File: src/rtl/button_event_arbiter_pkg.sv
// Shared definitions for the button event arbiter and the calculator control FSM that consumes it.
package button_event_arbiter_pkg;

   // Default sizing of the arbiter
   localparam int unsigned DEF_NUM_BTN        = 5;
   localparam int unsigned DEF_LOCKOUT_CYCLES = 1000;
   localparam int unsigned DEF_CNT_W          = 16;

   // Button indices as seen on btn_pulse and reported on evt_code
   localparam int unsigned BTN_DIGIT = 0;
   localparam int unsigned BTN_OP    = 1;
   localparam int unsigned BTN_EQ    = 2;
   localparam int unsigned BTN_CLR   = 3;
   localparam int unsigned BTN_NEXT  = 4;

   // Arbiter FSM states
   typedef enum logic [1:0] {
      ST_IDLE    = 2'd0,
      ST_PRESENT = 2'd1,
      ST_LOCKOUT = 2'd2
   } arb_state_e;

endpackage

File: src/rtl/button_event_arbiter_rr_pick.sv
// Combinational round-robin picker: first set request after 'last', wrapping around.
module button_event_arbiter_rr_pick
   import button_event_arbiter_pkg::*;
#(
   parameter  int unsigned NUM_BTN = DEF_NUM_BTN,
   localparam int unsigned CODE_W  = $clog2(NUM_BTN)
) (
   input  logic [NUM_BTN-1:0] req,
   input  logic [CODE_W-1:0]  last,
   output logic               any,
   output logic [CODE_W-1:0]  idx
);

   // Index 'off' positions after 'base', modulo NUM_BTN (off never exceeds NUM_BTN)
   function automatic int wrap_idx(input int base, input int off);
      int s;
      s = base + off;
      return (s >= int'(NUM_BTN)) ? (s - int'(NUM_BTN)) : s;
   endfunction

   // Scan from farthest to nearest so the nearest set request after 'last' wins
   always_comb begin
      any = 1'b0;
      idx = '0;
      for (int k = int'(NUM_BTN); k > 0; k--) begin
         if (req[CODE_W'(wrap_idx(int'(last), k))]) begin
            any = 1'b1;
            idx = CODE_W'(wrap_idx(int'(last), k));
         end
      end
   end

endmodule

File: src/rtl/button_event_arbiter.sv
// Latches debounced press pulses and serialises them, round-robin and rate-limited,
// into a single valid/ready event stream.
module button_event_arbiter
   import button_event_arbiter_pkg::*;
#(
   parameter  int unsigned NUM_BTN        = DEF_NUM_BTN,
   parameter  int unsigned LOCKOUT_CYCLES = DEF_LOCKOUT_CYCLES,
   parameter  int unsigned CNT_W          = DEF_CNT_W,
   localparam int unsigned CODE_W         = $clog2(NUM_BTN)
) (
   input  logic               clk,
   input  logic               reset,
   input  logic [NUM_BTN-1:0] btn_pulse,
   output logic               evt_valid,
   output logic [CODE_W-1:0]  evt_code,
   input  logic               evt_ready,
   output logic               overrun,
   output logic               busy
);

   localparam bit HAS_LOCKOUT = (LOCKOUT_CYCLES != 0);

   arb_state_e           state, state_d;
   logic [NUM_BTN-1:0]   pend, pend_d, clr;
   logic [CODE_W-1:0]    last_grant, last_grant_d;
   logic [CODE_W-1:0]    evt_code_d;
   logic                 evt_valid_d, overrun_d, busy_d;
   logic [CNT_W-1:0]     lock_cnt, lock_cnt_d;
   logic                 pick_any;
   logic [CODE_W-1:0]    pick_idx;

   button_event_arbiter_rr_pick #(
      .NUM_BTN (NUM_BTN)
   ) u_rr_pick (
      .req  (pend),
      .last (last_grant),
      .any  (pick_any),
      .idx  (pick_idx)
   );

   // State register
   always_ff @(posedge clk) begin
      if (reset) state <= ST_IDLE;
      else       state <= state_d;
   end

   // Next state, grant/accept/lockout decisions and next values of all registers
   always_comb begin
      state_d      = state;
      evt_valid_d  = evt_valid;
      evt_code_d   = evt_code;
      last_grant_d = last_grant;
      lock_cnt_d   = lock_cnt;
      clr          = '0;

      case (state)
         ST_IDLE: begin
            if (pick_any) begin
               evt_code_d   = pick_idx;
               last_grant_d = pick_idx;
               clr          = NUM_BTN'(1) << pick_idx;
               evt_valid_d  = 1'b1;
               state_d      = ST_PRESENT;
            end
         end
         ST_PRESENT: begin
            if (evt_ready) begin
               evt_valid_d = 1'b0;
               if (HAS_LOCKOUT) begin
                  lock_cnt_d = CNT_W'(LOCKOUT_CYCLES);
                  state_d    = ST_LOCKOUT;
               end else begin
                  state_d    = ST_IDLE;
               end
            end
         end
         ST_LOCKOUT: begin
            lock_cnt_d = lock_cnt - CNT_W'(1);
            if (lock_cnt == CNT_W'(1)) state_d = ST_IDLE;
         end
         default: begin
            state_d = ST_IDLE;
         end
      endcase

      // A new press on a bit being granted this cycle re-arms it (set wins)
      pend_d    = (pend & ~clr) | btn_pulse;
      overrun_d = |(btn_pulse & pend & ~clr);
      busy_d    = (state_d != ST_IDLE) || (|pend_d);
   end

   // Pending latch, grant bookkeeping, lockout counter and output registers
   always_ff @(posedge clk) begin
      if (reset) begin
         pend       <= '0;
         last_grant <= CODE_W'(NUM_BTN - 1);
         lock_cnt   <= '0;
         evt_valid  <= 1'b0;
         evt_code   <= '0;
         overrun    <= 1'b0;
         busy       <= 1'b0;
      end else begin
         pend       <= pend_d;
         last_grant <= last_grant_d;
         lock_cnt   <= lock_cnt_d;
         evt_valid  <= evt_valid_d;
         evt_code   <= evt_code_d;
         overrun    <= overrun_d;
         busy       <= busy_d;
      end
   end

endmodule

File: config.mk
export PLATFORM = sky130hd
export DESIGN_NAME = button_event_arbiter
export DESIGN_NICKNAME = d
export VERILOG_FILES = /design/src/rtl/button_event_arbiter_pkg.sv /design/src/rtl/button_event_arbiter_rr_pick.sv /design/src/rtl/button_event_arbiter.sv
export SDC_FILE = /design/constraint.sdc
export NUM_CORES = 1
export LEC_CHECK = 0
export ABC_AREA = 1
export CAP_MARGIN = 15
export CORE_AREA = 3 3 79 119
export DETAILED_ROUTE_END_ITERATION = 7
export DIE_AREA = 0 0 82 122
export DONT_BUFFER_PORTS = 1
export HOLD_SLACK_MARGIN = 0.08
export SYNTH_ARGS = -nofsm -noshare
export SYNTH_HDL_FRONTEND = slang
export SYNTH_SLANG_ARGS = --single-unit
export TNS_END_PERCENT = 100
File: constraint.sdc
create_clock -name clk -period 5.3 [get_ports clk]
set_clock_uncertainty 0.2 [all_clocks]
set_input_delay 1.06 -clock clk [delete_from_list [all_inputs] [get_ports clk]]
set_output_delay 1.06 -clock clk [all_outputs]
set_load 0.02 [all_outputs]
Word-level counts from Yosys, hierarchy flattened
Cells that the tools add are included.

word-level totals
  register bits = 32
  input bits = 8
  word-level logic and storage cells = 91

operators by class
  $add $sub $neg = 11
  magnitude comparators = 10
  equality and inequality tests = 5
  shift-type cells = 1
  multiplexer cells = 41
  bitwise logic cells = 5
  reduce and logical (&&, ||, !) cells = 10

operator list
  cell                     number
  $pmux W16 S2             1
  $mux W3                  10
  $lt A3 B5 Y1 const B     5
  $ge A4 B3 Y1 const B     5
  $mux W1                  17
  $eq A16 B1 Y1 const B    1
  $mux W16                 1
  $sub A16 B1 Y16 const B  1
  $and A5 B5 Y5            3
  $bmux W1 S3              5
  $sub A3 B3 Y3 const B    5
  $mux W5                  2
  $reduce_or A5 Y1         2
  $add A3 B2 Y4 const B    2
  $add A3 B3 Y4 const B    2
  $mux W2                  3
  $pmux W2 S3              1
  $reduce_bool A2 Y1       3
  $not A5 Y5               1
  $or A5 B5 Y5             1
  $shl A1 B3 Y5 const A    1
  $add A3 B1 Y4 const B    1
  $ne A2 B2 Y1 const B     2
  $reduce_and A2 Y1        2
  6 further kinds          6

Longest topological paths before layout
Gate-level depths: netlist of the first run.

  depth after elaboration = 19
  depth in mapped cells = 25
  gate-level depth less buffers = 24

Modules after synthesis
A second synthesis of the first run with hierarchy kept.

second synthesis, totals
  cells, all modules = 406
  area total of the unflattened synthesis = 2547.4 um2

by module, submodules not included
  module                        instances  cells an instance  area an instance (um2)  seq. area each (um2)
  button_event_arbiter          1          225                1552.7                  600.6
  button_event_arbiter_rr_pick  1          181                994.7                   0.0

Worst setup path after synthesis of the first run
No wires, ideal clock.

  kind = register -> register
  start point = reg, netlist name evt_code[0]
  end point = reg busy
  library setup time = 0.110 ns
  data arrival time = 2.725 ns
  data required time = 4.990 ns
  path slack = 2.266 ns
  stages on the path, launching flop included = 24
  cell sequence = dfxtp_1 inv_2 buf_6 ha_1 inv_2 fa_1 inv_1 nand2_2 o21ai_0 nand3_1 nand3_1 nand2_1 nand2_1 nor2_1 nand3_2 nand2_2 inv_2 nand3_2 o21bai_2 nand2_1 nor2_1 nand3_1 nand2_1 inv_1

RTL lines
  element               line                         RTL
  to (signal assigned)  button_event_arbiter.sv:109  busy <= busy_d;
  to (decl)             button_event_arbiter.sv:18   output logic busy

==> results of run 1 <==
[layout make-up]
cell class	instances	area [µm²]	share of cell area [%]
clock buffers	6	139	5.05
clock inverters	2	12.5	0.455
inverters	59	224	8.15
multi-input cells	316	1630	59.3
flip-flops and latches	30	601	21.9
well taps	107	134	4.87
repair buffers	1	7.51	0.273
[cell usage after synthesis (5+ instances only)]
cell / number / share of area (%)
a21oi_1: 23 / 4.6
dfxtp_1: 30 / 24
ha_1: 13 / 6.4
inv_1: 51 / 7.6
inv_2: 6 / 0.89
nand2_1: 114 / 17
nand2_2: 12 / 3.0
nand3_1: 53 / 10
nand3_2: 6 / 2.4
nand4_1: 12 / 3.0
nor2_1: 37 / 5.5
o21ai_0: 15 / 3.0
o21ai_1: 5 / 0.99
[how the worst max path moves through the flow]
stage,startpoint,to,slack [ns]
3_5_place_dp,evt_code[1],busy,1.49
4_1_cts,evt_code[1],busy,1.48
5_1_grt,evt_code[1],busy,1.14
3_3_place_gp,evt_code[1],busy,1.51
2_1_floorplan,evt_code[0],busy,2.27
6_report,evt_code[1],busy,1.53
[flip-flops by register name, summed over array words and instances, names as in the netlist]
register	flops
evt_valid	1
evt_code	3
state	2
overrun	1
last_grant	1
busy	1
pend	5
lock_cnt	16
[routing by layer]
metal,share of wire [%],vias to the layer above,global-route usage [%]
li1,-,1346,-
met3,2.7,17,2.07
met4,3.2,0,7.48
met1,37,1202,15.2
met2,57,38,29.4
met5,0,-,0
[report_power, final]
group          leakage [µW]  total [µW]  internal, µW  switching (µW)
combinational       0.00102        1290           417             870
sequential         0.000247         372           287            85.0
clock             0.0000729         288           186             103
[cell families after synthesis]
logic type | share of synthesized area [%]
AOI/OAI and AO/OA | 13.1
adders and majority gates | 7.23
buffers and inverters | 11.7
DFF | 23.8
and+or+nand+nor | 44.2
[layout by cell type, fill, tap and decap left out, drive strengths merged]
cell type,Yosys,final
clkinv,1,2
a21oi,24,24
o22ai,2,2
nand2,126,126
nand4,12,12
o211ai,2,2
a211oi,2,2
nor4,2,2
a31oi,4,4
nand3,60,60
or2,2,2
o21ai,21,21
fa,1,1
inv,58,58
nor2,39,39
buf,7,1
nor3,1,1
nand3b,2,2
clkbuf,4,6
dfxtp,30,30
o21bai,2,2
clkinvlp,0,1
ha,13,13
a21o,1,1
[stage by stage]
step | total power (µW) | hold WS, ns | utilization, % | std cells | cell area [µm²]
6_report | 1950 | 0.251 | 32.7 | 521 | 2750
5_1_grt | 2180 | 0.273 | 32.7 | 521 | 2750
4_1_cts | 1960 | 0.253 | 32.7 | 521 | 2750
3_5_place_dp | 1660 | 0.246 | 30.9 | 513 | 2600
3_3_place_gp | 1650 | 0.238 | 30.9 | 513 | 2600
2_1_floorplan | 1400 | 0.225 | - | 416 | 2530
==> summary.md, run 1 <==
| Metric | Value |
|---|---|
| R2r setup slk | 1.53 ns |
| Initial core utilization | 30.0% |
| Synthesized area per cell | 6.08 µm² |
| Reg-to-Reg Start | evt_code[1] |
| Place WS | 1.49 ns |
| Core area | 0.00841 mm² |
| Max_slew headroom | 60.3% |
| # resized after CTS | 0 |
| Remaining global-route overflow | 0 |
| Worst path bufs/invs | 2 |
| Mapped Cells | 416 |
| Final Max Tran Viols | 0 |
| Detail Route Antenna Nets | 0 |
| CTS Buffer Depth | 2 |
| Slowest-stage cell, CP | dfxtp_1 |
| CP max FO | 10 |
| Vias | 2,603 |
| Final hold vios | 0 |
| CTS HTree Levels | 2 |
| Worst R2R End | busy |
| Setup violations, final | 0 |
| Run status | completed |
| Top Ports | 14 |
| Setup slack after layout | 1.53 ns |
| Port Buf Inserts | 0 |
| WP depth | 21 |
| CTS tree | yes |
| Hold Startpoint | lock_cnt[12] |
| Register bit total from synthesis | 30 |
| DP Wirelength | 5.48 mm |
| Cell Chain, Critical Path | inv_1, ha_1, ha_1, nand2_1, nand3_1, nand2_1, nand2_1, o21ai_1, nor2_2, a21oi_2, nand3_1, nand2_1, nand2_1, nand2_2, nand2_2, o21bai_2, nand2_1, nor2_1, nand3_1, nand2_1, inv_1 |
| Static leakage | 0.00134 µW |
| Root buffer cell | clkbuf_16 |
| Max Cap Violations | 0 |
| VDD IR max | 0.000262 V |
| Clk_lat worst skew | 0.28 ns |
| Worst r2r path cells | 21 |
| Number of synthesized flops with an enable pin | 0 |
| Die Ht | 122 µm |
| Mapped Area | 0.00253 mm² |
| Die X | 82 µm |
| F_max | 265 MHz |
| Async S/R FF share, synth | 0% |
| Num CTS Buffers | 5 |
| Ys Warns | 0 |
| Global Route Usage Sum | 15.2% |
| CTS hold repair buffers | 0 |
| DIE AREA | 0.0100 mm² |
| Required time worst endpoint | 5.28 ns |
| Placer Congestion | 0.896 |
| Synth cell types | 35 |
| Post-Syn Nets | 438 |
| Worst Hold Path EP | lock_cnt[12] |
| Nets | 435 |
| Pin count of the biggest net entering global routing | 21 |
| Global-route wire length before repair | 11.8 mm |
| RSZ-0062 raised after global routing | false |
| # fillers | 974 |
| Sequential element share of the synthesized area | 23.8% |
| Number of global-route vias before repair | 2,603 |
| Antenna diodes | 0 |
| Crit path top cell by count | nand2_1 |
| Tcrit/Tclk final | 71.1% |
| Most used DFF post-synth | dfxtp_1 |
| Sink Count | 30 |
| First-pass DRT Iterations | 4 |
| Share of post-route cells with drive strength above 1 | 10.4% |
| Crit path arrival time | 3.75 ns |
| CP delay by family, top | simple AND/OR/NAND/NOR gates |
| Initial antenna violation count | 0 |
| Placement row count | 41 |
| Via/cell ratio | 5.00 |
| WL final | 6.90 mm |
| Worst Tran Pin Value | 0.595 ns |
| Reg clk slew, reported paths | 0.05 ns |
| Slowest stage delay, CP | 0.69 ns |
| Detailed router's first-iteration violation count | 170 |
| Power Density | 709 mW/mm² |
| CP Capture Type | flip-flop |
| Hold depth | 1 |
| Worst hold path type | flip-flop to flip-flop |
| Setup Buffers After CTS | 0 |
| Area grow syn2layout | 8.71% |
| Critical path class | flip-flop to flip-flop |
| Wire length per cell | 13.3 µm |
| # DRC | 0 |
| Period minus WS final | 3.77 ns |
| TNS Setup | 0 ns |
| CP startpoint kind | flip-flop |
No activity file was read; power rests on OpenSTA's default activity.
==> run 2: changes to the inputs <==
==> constraint.sdc (replaced) <==
create_clock -name clk -period 3.55 [get_ports clk]
set_clock_uncertainty 0.2 [all_clocks]
set_input_delay 0.71 -clock clk [delete_from_list [all_inputs] [get_ports clk]]
set_output_delay 0.71 -clock clk [all_outputs]
set_load 0.02 [all_outputs]
==> summary.md, run 2 (synthesis results as in run 1) <==
| Metric | Value |
|---|---|
| Reg clk slew, reported paths | 0.05 ns (about the same) |
| Initial core utilization | 30.0% (unchanged) |
| Setup violations, final | 0 (unchanged) |
| Clk_lat worst skew | 0.27 ns (about the same) |
| Worst hold path type | flip-flop to flip-flop |
| Crit path top cell by count | nand2_1 |
| CTS HTree Levels | 2 (unchanged) |
| Remaining global-route overflow | 0 (unchanged) |
| Antenna diodes | 0 (unchanged) |
| Hold depth | 1 (unchanged) |
| Num CTS Buffers | 5 (unchanged) |
| DRT met1 WL | 2.52 mm (-2.4%) |
| Setup Buffers After CTS | 0 (unchanged) |
| Run status | completed |
| F_max | 317 MHz (+20%) |
| Nets | 441 (+1.4%) |
| Placer Congestion | 0.962 (+7.3%) |
| Global Route Usage Sum | 15.1% (-0.059 points) |
| Required time worst endpoint | 3.52 ns (-1.76 ns) |
| Detailed router's first-iteration violation count | 114 (-33%) |
| Detail Route Antenna Nets | 0 (unchanged) |
| Critical path class | flip-flop to flip-flop |
| Largest register FFs | 16 (unchanged) |
| Global-route wire length before repair | 11.6 mm (-1.1%) |
| Pin count of the biggest net entering global routing | 21 (unchanged) |
| CTS tree | yes |
| Number of global-route vias before repair | 2,667 (+2.5%) |
| CTS Buffer Depth | 2 (unchanged) |
| CP startpoint kind | flip-flop |
| Power Density | 1070 mW/mm² (+51%) |
| Largest registers | lock_cnt (16), pend (5), evt_code (3) |
| CP delay by family, top | simple AND/OR/NAND/NOR gates |
| Max Cap Violations | 0 (unchanged) |
| Final Max Tran Viols | 0 (unchanged) |
| Max_slew headroom | 63.1% (+2.8 points) |
| Core area | 0.00841 mm² (unchanged) |
| Crit path arrival time | 3.12 ns (-0.63 ns) |
| Period minus WS final | 3.15 ns (-0.621 ns) |
| CP Capture Type | flip-flop |
| Sink Count | 30 (unchanged) |
| Root buffer cell | clkbuf_16 |
| Tcrit/Tclk final | 88.7% (+18 points) |
| CP max FO | 7 (-3) |
| DP Wirelength | 5.58 mm (+1.8%) |
| Highest routed metal layer | met4 |
| Area grow syn2layout | 11.4% |
| Minimum hold slack | 0.262 ns (+0.0111 ns) |
| WP depth | 22 (+4.8%) |
| Final hold vios | 0 (unchanged) |
| Static leakage | 0.00138 µW (+3.0%) |
| First-pass DRT Iterations | 4 (unchanged) |
| Top Ports | 14 (unchanged) |
| Utilization after layout | 33.5% (+0.80 points) |
| Placement row count | 41 (unchanged) |
| Initial antenna violation count | 0 (unchanged) |
| RSZ-0062 raised after global routing | false |
| Met2 Wirelength | 3.80 mm (-2.9%) |
| # DRC | 0 (unchanged) |
| Vias | 2,648 (+1.7%) |
| Met3 WL post-DR | 241 µm (+28%) |
| Cell Chain, Critical Path | inv_2, ha_1, inv_2, fa_1, inv_1, nand2_2, o21ai_1, nand3_1, nand3_1, nand2_1, nand2_1, nor2_1, nand3_2, nand2_2, inv_2, nand3_2, o21bai_2, nand2_1, nor2_1, nand3_1, nand2_1, inv_1 |
| Die Ht | 122 µm (unchanged) |
| Worst path bufs/invs | 5 (+3) |
| Slowest-stage cell, CP | fa_1 |
| Slowest stage delay, CP | 0.35 ns (-0.34 ns) |
| Wire length per cell | 13.2 µm (-0.12%) |
| VDD IR max | 0.000332 V (+27%) |
| WL final | 6.96 mm (+0.84%) |
| Port Buf Inserts | 0 (unchanged) |
| Via/cell ratio | 5.03 (+0.76%) |
| Die X | 82 µm (unchanged) |
| Largest Register | lock_cnt |
| Share of post-route cells with drive strength above 1 | 11.9% (+1.5 points) |
| Worst Tran Pin Value | 0.549 ns (-0.0460 ns) |
| Commonest non-fill, non-tap cells in the layout | 114 x nand2_1, 53 x nand3_1, 51 x inv_1 |
| Worst r2r path cells | 22 (+4.8%) |
| TNS Setup | 0 ns (unchanged) |
| DIE AREA | 0.0100 mm² (unchanged) |
| Commonest non-fill, non-tap cell in the layout | nand2_1 |
run 2: metal layers:
layer / vias up / global-route usage [%]
met5: - / 0
li1: 1362 / -
met1: 1191 / 13.9
met4: 0 / 10.2
met3: 31 / 2.96
met2: 64 / 28.6
run 2: area by class of cell:
| type | count | area, µm² |
|---|---|---|
| clock inverter | 1 | 30.0 |
| inverter | 59 | 224 |
| timing repair buffer | 7 | 52.6 |
| multi-input combinational | 316 | 1630 |
| tap | 107 | 134 |
| sequential | 30 | 602 |
| clock buffer | 6 | 139 |
| fill | 942 | 5600 |
run 2: through the flow:
stage               cell area (µm²)  std cells  power, µW  worst slack [ns]
floorplan                      2530        416       2090             0.516
global placement               2640        519       2500             0.311
detailed placement             2640        519       2520             0.285
CTS                            2810        526       3030             0.271
global route                   2820        526       3360            0.0649
finish                         2820        526       3020             0.400
run 2: what timing repair did:
item,4_1_cts,5_1_grt
endpoints found under the hold margin,0,0
setup endpoints to repair,0,1
resized for setup,0,4
hold buffers,0,0
run 2: worst paths after layout:
path | startpoint | endpoint | slack (ns)
max reg2reg | evt_code[0] | busy | 0.40
min reg2reg | lock_cnt[12] | lock_cnt[12] | 0.26
min | lock_cnt[12] | lock_cnt[12] | 0.26
max | evt_code[0] | busy | 0.40
run 2: worst register-to-register path, delay by kind of cell (launching register included):
family	cells	cell delay, ns
buffers and inverters	5	0.45
AOI/OAI and AO/OA	2	0.40
adders and majority gates	2	0.52
DFF	1	0.31
and+or+nand+nor	13	1.16
run 2: where the power goes:
group          switching, µW  total (µW)  internal (µW)
Sequential              97.5         528            430
Combinational           1350        2010            651
Clock                    143         488            345
